## src/rtl/fifo_rd_burst_if.sv

```systemverilog
// fifo_rd_burst_if: FIFO read port and output stream bundle for fifo_rd_burst.
// master is the burst reader; slave is the FIFO plus downstream sink.
interface fifo_rd_burst_if #(parameter int DSIZE = 8);
  logic             rempty;
  logic [DSIZE-1:0] rdata;
  logic             rinc;
  logic [DSIZE-1:0] m_data;
  logic             m_valid;
  logic             m_ready;
  logic             m_last;
  modport master (input rempty, rdata, m_ready, output rinc, m_data, m_valid, m_last);
  modport slave  (output rempty, rdata, m_ready, input rinc, m_data, m_valid, m_last);
endinterface

```

## src/rtl/fifo_rd_burst.sv

```systemverilog
// fifo_rd_burst: pops fixed-length bursts from a FIFO into a 2-deep valid/ready buffer.
// Optional FIFO_RD_CNT_EN adds a 16-bit wrapping count of popped words on rd_count.
module fifo_rd_burst #(
  parameter int DSIZE = 8,
  parameter int BURST = 4
) (
  input  logic rclk,
  input  logic rrst,
  fifo_rd_burst_if.master bus,
  input  logic enable,
  output logic busy
`ifdef FIFO_RD_CNT_EN
  ,
  output logic [15:0] rd_count
`endif
);
  localparam int BW = $clog2(BURST + 1);
  typedef enum logic [1:0] {IDLE, READ, DRAIN} state_t;
  state_t           state, state_n;
  logic [BW-1:0]    beat;
  logic [1:0]       occ;
  logic [DSIZE-1:0] d0, d1;
  logic             l0, l1;
  logic             push, pop, last_beat;
  assign last_beat = beat == BW'(BURST - 1);
  always_ff @(posedge rclk or posedge rrst)
    if (rrst) state <= IDLE;
    else state <= state_n;
  always_comb begin
    state_n = state;
    if (state == IDLE && enable && !bus.rempty) state_n = READ;
    else if (state == READ && push && last_beat) state_n = DRAIN;
    else if (state == DRAIN && (occ == 2'd0 || (occ == 2'd1 && pop))) state_n = IDLE;
  end
  // Pop decision uses only registered state and rempty, keeping m_ready off this path.
  always_comb begin
    push        = state == READ && !bus.rempty && occ != 2'd2 && beat < BW'(BURST);
    bus.rinc    = push;
    bus.m_valid = occ != 2'd0;
    pop         = bus.m_valid && bus.m_ready;
    bus.m_data  = d0;
    bus.m_last  = bus.m_valid && l0;
    busy        = state != IDLE;
  end
  always_ff @(posedge rclk or posedge rrst)
    if (rrst) beat <= '0;
    else if (state != READ) beat <= '0;
    else if (push) beat <= beat + 1'b1;
  // Entry 0 is the head; entry 1 only fills when the head is occupied and not leaving.
  always_ff @(posedge rclk or posedge rrst)
    if (rrst) begin
      occ <= 2'd0;
      d0  <= '0;
      d1  <= '0;
      l0  <= 1'b0;
      l1  <= 1'b0;
    end else begin
      occ <= occ + {1'b0, push} - {1'b0, pop};
      if (pop && occ == 2'd2) {l0, d0} <= {l1, d1};
      else if (push && (occ == 2'd0 || pop)) {l0, d0} <= {last_beat, bus.rdata};
      if (push && occ == 2'd1 && !pop) {l1, d1} <= {last_beat, bus.rdata};
    end
`ifdef FIFO_RD_CNT_EN
  always_ff @(posedge rclk or posedge rrst)
    if (rrst) rd_count <= 16'd0;
    else if (push) rd_count <= rd_count + 16'd1;
`endif
endmodule
```

## src/flat_wrapper.sv

```systemverilog
// flat-port wrapper written by rule: the top's interface ports become plain ports
module fifo_rd_burst_flat 
#(
  parameter int DSIZE = 8,
  parameter int BURST = 4
)
  (rclk, rrst, enable, busy, bus_rempty, bus_rdata, bus_m_ready, bus_rinc, bus_m_data, bus_m_valid, bus_m_last);
  fifo_rd_burst_if #(.DSIZE(DSIZE)) bus_i ();
  input  logic rclk;
  input  logic rrst;
  input  logic enable;
  output logic busy;
  input wire logic [$bits(bus_i.rempty)-1:0] bus_rempty;
  input wire logic [$bits(bus_i.rdata)-1:0] bus_rdata;
  input wire logic [$bits(bus_i.m_ready)-1:0] bus_m_ready;
  output wire logic [$bits(bus_i.rinc)-1:0] bus_rinc;
  output wire logic [$bits(bus_i.m_data)-1:0] bus_m_data;
  output wire logic [$bits(bus_i.m_valid)-1:0] bus_m_valid;
  output wire logic [$bits(bus_i.m_last)-1:0] bus_m_last;
  assign bus_i.rempty = bus_rempty;
  assign bus_i.rdata = bus_rdata;
  assign bus_i.m_ready = bus_m_ready;
  assign bus_rinc = bus_i.rinc;
  assign bus_m_data = bus_i.m_data;
  assign bus_m_valid = bus_i.m_valid;
  assign bus_m_last = bus_i.m_last;
  fifo_rd_burst #(.DSIZE(DSIZE), .BURST(BURST)) u_core (.rclk(rclk), .rrst(rrst), .bus(bus_i), .enable(enable), .busy(busy));
endmodule
```

## config.mk

```make
export PLATFORM = sky130hd
export DESIGN_NAME = fifo_rd_burst_flat
export DESIGN_NICKNAME = d
export VERILOG_FILES = /design/src/rtl/fifo_rd_burst_if.sv /design/src/rtl/fifo_rd_burst.sv /design/src/flat_wrapper.sv
export SDC_FILE = /design/constraint.sdc
export NUM_CORES = 1
export LEC_CHECK = 0
export CAP_MARGIN = 20
export CORE_UTILIZATION = 42
export CTS_CLUSTER_DIAMETER = 50
export CTS_CLUSTER_SIZE = 12
export DETAILED_ROUTE_END_ITERATION = 16
export GPL_TIMING_DRIVEN = 0
export PLACE_DENSITY = 0.67
export SLEW_MARGIN = 30
export SYNTH_ARGS = -nofsm -noshare
export SYNTH_HDL_FRONTEND = slang
export SYNTH_SLANG_ARGS = --single-unit
export TNS_END_PERCENT = 10
```

## constraint.sdc

```tcl
create_clock -name rclk -period 4.5 [get_ports rclk]
set_clock_uncertainty 0.05 [all_clocks]
set_input_delay 1.125 -clock rclk [delete_from_list [all_inputs] [get_ports rclk]]
set_output_delay 1.125 -clock rclk [all_outputs]
set_load 0.1 [all_outputs]
```

==> impl_metrics.csv <==
group,metric,value,unit
finish,fillers,259,
route,drt-wirelength-per-cell,14.2,um
route,first_pass_iters,9,
synthesis,synth_ff_type,"dfrtp_1",
cts,root_buffer,"clkbuf_4",
finish,drive_gt1_share,33.1,%
placement,dp_hpwl,1.59,mm
critical_path,cp.arrival,2.84,ns
grt,grt_max_degree,26,
critical_path,reg2reg_to,"u_core.occ[1]",
sta,setup_violations,0,
floorplanning,dieArea,3300,um^2
floorplanning,core,2830,um^2
route,wirelength,2.20,mm
synthesis,yosysMostFrequentCell,"dfrtp_1",
sta,fin_crit_sh,89.2,%
sta,slew_viol_final,0,
synthesis,ys_warn_count,0,
floorplanning,row_count,19,
grt,grt.overflow.total,0,
synthesis,synth_top_area_share,48.4,%
finish,antenna_cells,0,
grt,grt_pass1_vias,875,
critical_path,cp-start-kind,"input pin",
synthesis,syn_area,1290,um^2
floorplanning,die_width,57.5,um
synthesis,synth_edf_count,0,
min_path,hold_class,"reg2reg",
min_path,hold_path_startpoint,"u_core.l0",
cts,cts_buffers,3,
sta,hold_viol,0,
min_path,holdPathStages,1,
critical_path,worstSetupPathType,"in2out",
critical_path,timing.rr.start,"u_core.state[1]",
synthesis,synthArstFlopShare,100,%
cts,post_cts_buffers,0,
critical_path,reg2regPathDepth,7,
cts,cts.sink_count,25,
finish,area_delta_synth_final,24.1,%
finish,nets,142,
synthesis,syn_nets,113,
cts,tritoncts,"built",
grt,grt_pass1_wl,3.94,mm
synthesis,synthTopCellsByArea,"dfrtp_1, mux2_2, mux2_4",
sta,grt_setup_unrepaired,"false",
critical_path,worstPathMaxFanout,4,
sta,finalCriticalPeriod,4.01,ns
grt,grt_util_all_layers,15.6,%
run_status,failed_checks,"DRC",
cts,path_clk_slew,0.14,ns
floorplanning,start_util,45.7,%
route,dr_total_vias,816,
route,drt_iter0_drc,12,
cts,clk_latency,0.31,ns
placement,port_buffers,24,
power_and_ir_drop,vdd_drop_max,387,uV
critical_path,required,3.32,ns
critical_path,end_kind,"output port",
power_and_ir_drop,p_leak,0.780,nW
grt,antenna_found_initial,0,
sta,max_freq,249,MHz
cts,cts_buffer_depth,2,
route,viasPerCell,5.26,
floorplanning,ios,25,
critical_path,ff2ff_setup_slack,2.65,ns
placement,place.gp.congestion,0.715,
synthesis,ys_seq_area_share,48.4,%
synthesis,synth_seq_cells,25,
synthesis,synth_area_per_cell,13.5,um^2
sta,maxSlewHeadroom,34.8,%
power_and_ir_drop,total_power,1.02,mW
synthesis,syn_inst,96,
route,ant_nets,0,
synthesis,yosys-top-cells-count,"dfrtp_1, mux2_2, mux2_4",
run_status,outcome,"finished, violations left",
synthesis,yosysTopAreaCell,"dfrtp_1",
power_and_ir_drop,powerDensity,636,nW/um^2
job,max_cap_violations,0,
synthesis,synthDistinctLibCells,26,
route,drc,3,
sta,fin_tns_setup,0,ns
sta,worstMarginPinSlew,0.974,ns
cts,h-tree-depth,1,
min_path,min_to,"u_core.l0",
floorplanning,fp.dieH,57.5,um
==> registers in the layout, indices dropped and copies added, names as in the netlist <==
name / cells
u_core.l1: 1
u_core.d1: 8
u_core.bus.m_data: 8
u_core.l0: 1
u_core.beat: 3
u_core.state: 2
u_core.occ: 2
==> worst max-delay path: stages <==
cell and delay [ns]:
clkdlybuf4s50_1 0.49, nor4b_4 0.30, nand2_1 0.13, inv_1 0.06
dlymetal6s2s_1 0.73
==> worst max-delay path by stage <==
stage	from	cells past startpoint	slack (ns)	endpoint
final	bus_rempty	5	0.49	bus_rinc
after global routing	bus_rempty	5	0.36	bus_rinc
after CTS	bus_rempty	5	0.07	bus_rinc
after detailed placement	bus_rempty	5	0.08	bus_rinc
after global placement	bus_rempty	5	0.09	bus_rinc
after floorplan	bus_rempty	3	1.27	bus_rinc
==> cell families after synthesis <==
| kind of cell | count (synthesis) | share of synthesized area, % |
|---|---|---|
| multiplexers | 27 | 26.1 |
| AO/OA/AOI/OAI | 10 | 4.65 |
| AND/OR/NAND/NOR | 20 | 12.1 |
| buffers and inverters | 8 | 3.48 |
| adder cells (fa/ha/maj) | 4 | 3.87 |
| XOR/XNOR | 2 | 1.36 |
| flip-flops | 25 | 48.4 |
==> power by group <==
part	total, mW	switching [mW]	internal, mW
clock network	0.101	0.0667	0.0339
logic	0.607	0.399	0.208
registers	0.313	0.0413	0.272
total	1.02	0.507	0.513
==> cells in the final DEF (no fill, tap or decap), types with 3 or more instances in the layout <==
master / synthesis / layout
dfrtp_1: 25 / 25
clkdlybuf4s50_1: 0 / 23
mux2_2: 18 / 18
mux2_4: 9 / 9
inv_1: 6 / 5
o21ai_0: 4 / 4
ha_1: 4 / 4
nor2b_1: 3 / 3
a21oi_1: 3 / 3
clkbuf_4: 0 / 3
==> routing by layer <==
metal	track usage [%]	wire length [um]	up-vias	share of wire, %
li1	-	-	390	-
met1	20.6	1000	408	46
met2	26.2	1070	16	49
met3	3.17	106	2	4.8
met4	4.18	15	0	0.68
met5	0	0	-	0
==> metrics by stage <==
step / hold slack, ns / worst slack (ns) / cells / util [%] / area, um^2
CTS: 0.478 / 0.0688 / 155 / 56.6 / 1600
detailed placement: 0.443 / 0.0833 / 151 / 55.6 / 1570
global route: 0.494 / 0.364 / 155 / 56.7 / 1600
finish: 0.474 / 0.485 / 155 / 56.7 / 1600
floorplan: 0.424 / 1.27 / 96 / - / 1290
global placement: 0.434 / 0.0902 / 151 / 55.6 / 1570
==> timing repair <==
item                                   4_1_cts  5_1_grt
setup endpoints to repair                    0        1
hold buffers                                 0        0
endpoints found under the hold margin        0        0
gates resized for setup                      0        1
==> cell type report <==
class                           instances  area (um^2)  area share [%]
Buffer                                  2         22.5            1.40
Clock buffer                            3         22.5            1.40
Clock inverter                          1         7.51           0.468
Inverter                                6         22.5            1.40
Multi-Input combinational cell         63          622            38.8
Sequential cell                        25          626            39.0
Tap cell                               31         38.8            2.42
Timing Repair Buffer                   24          243            15.1
Power figures use the tool's default switching activity.
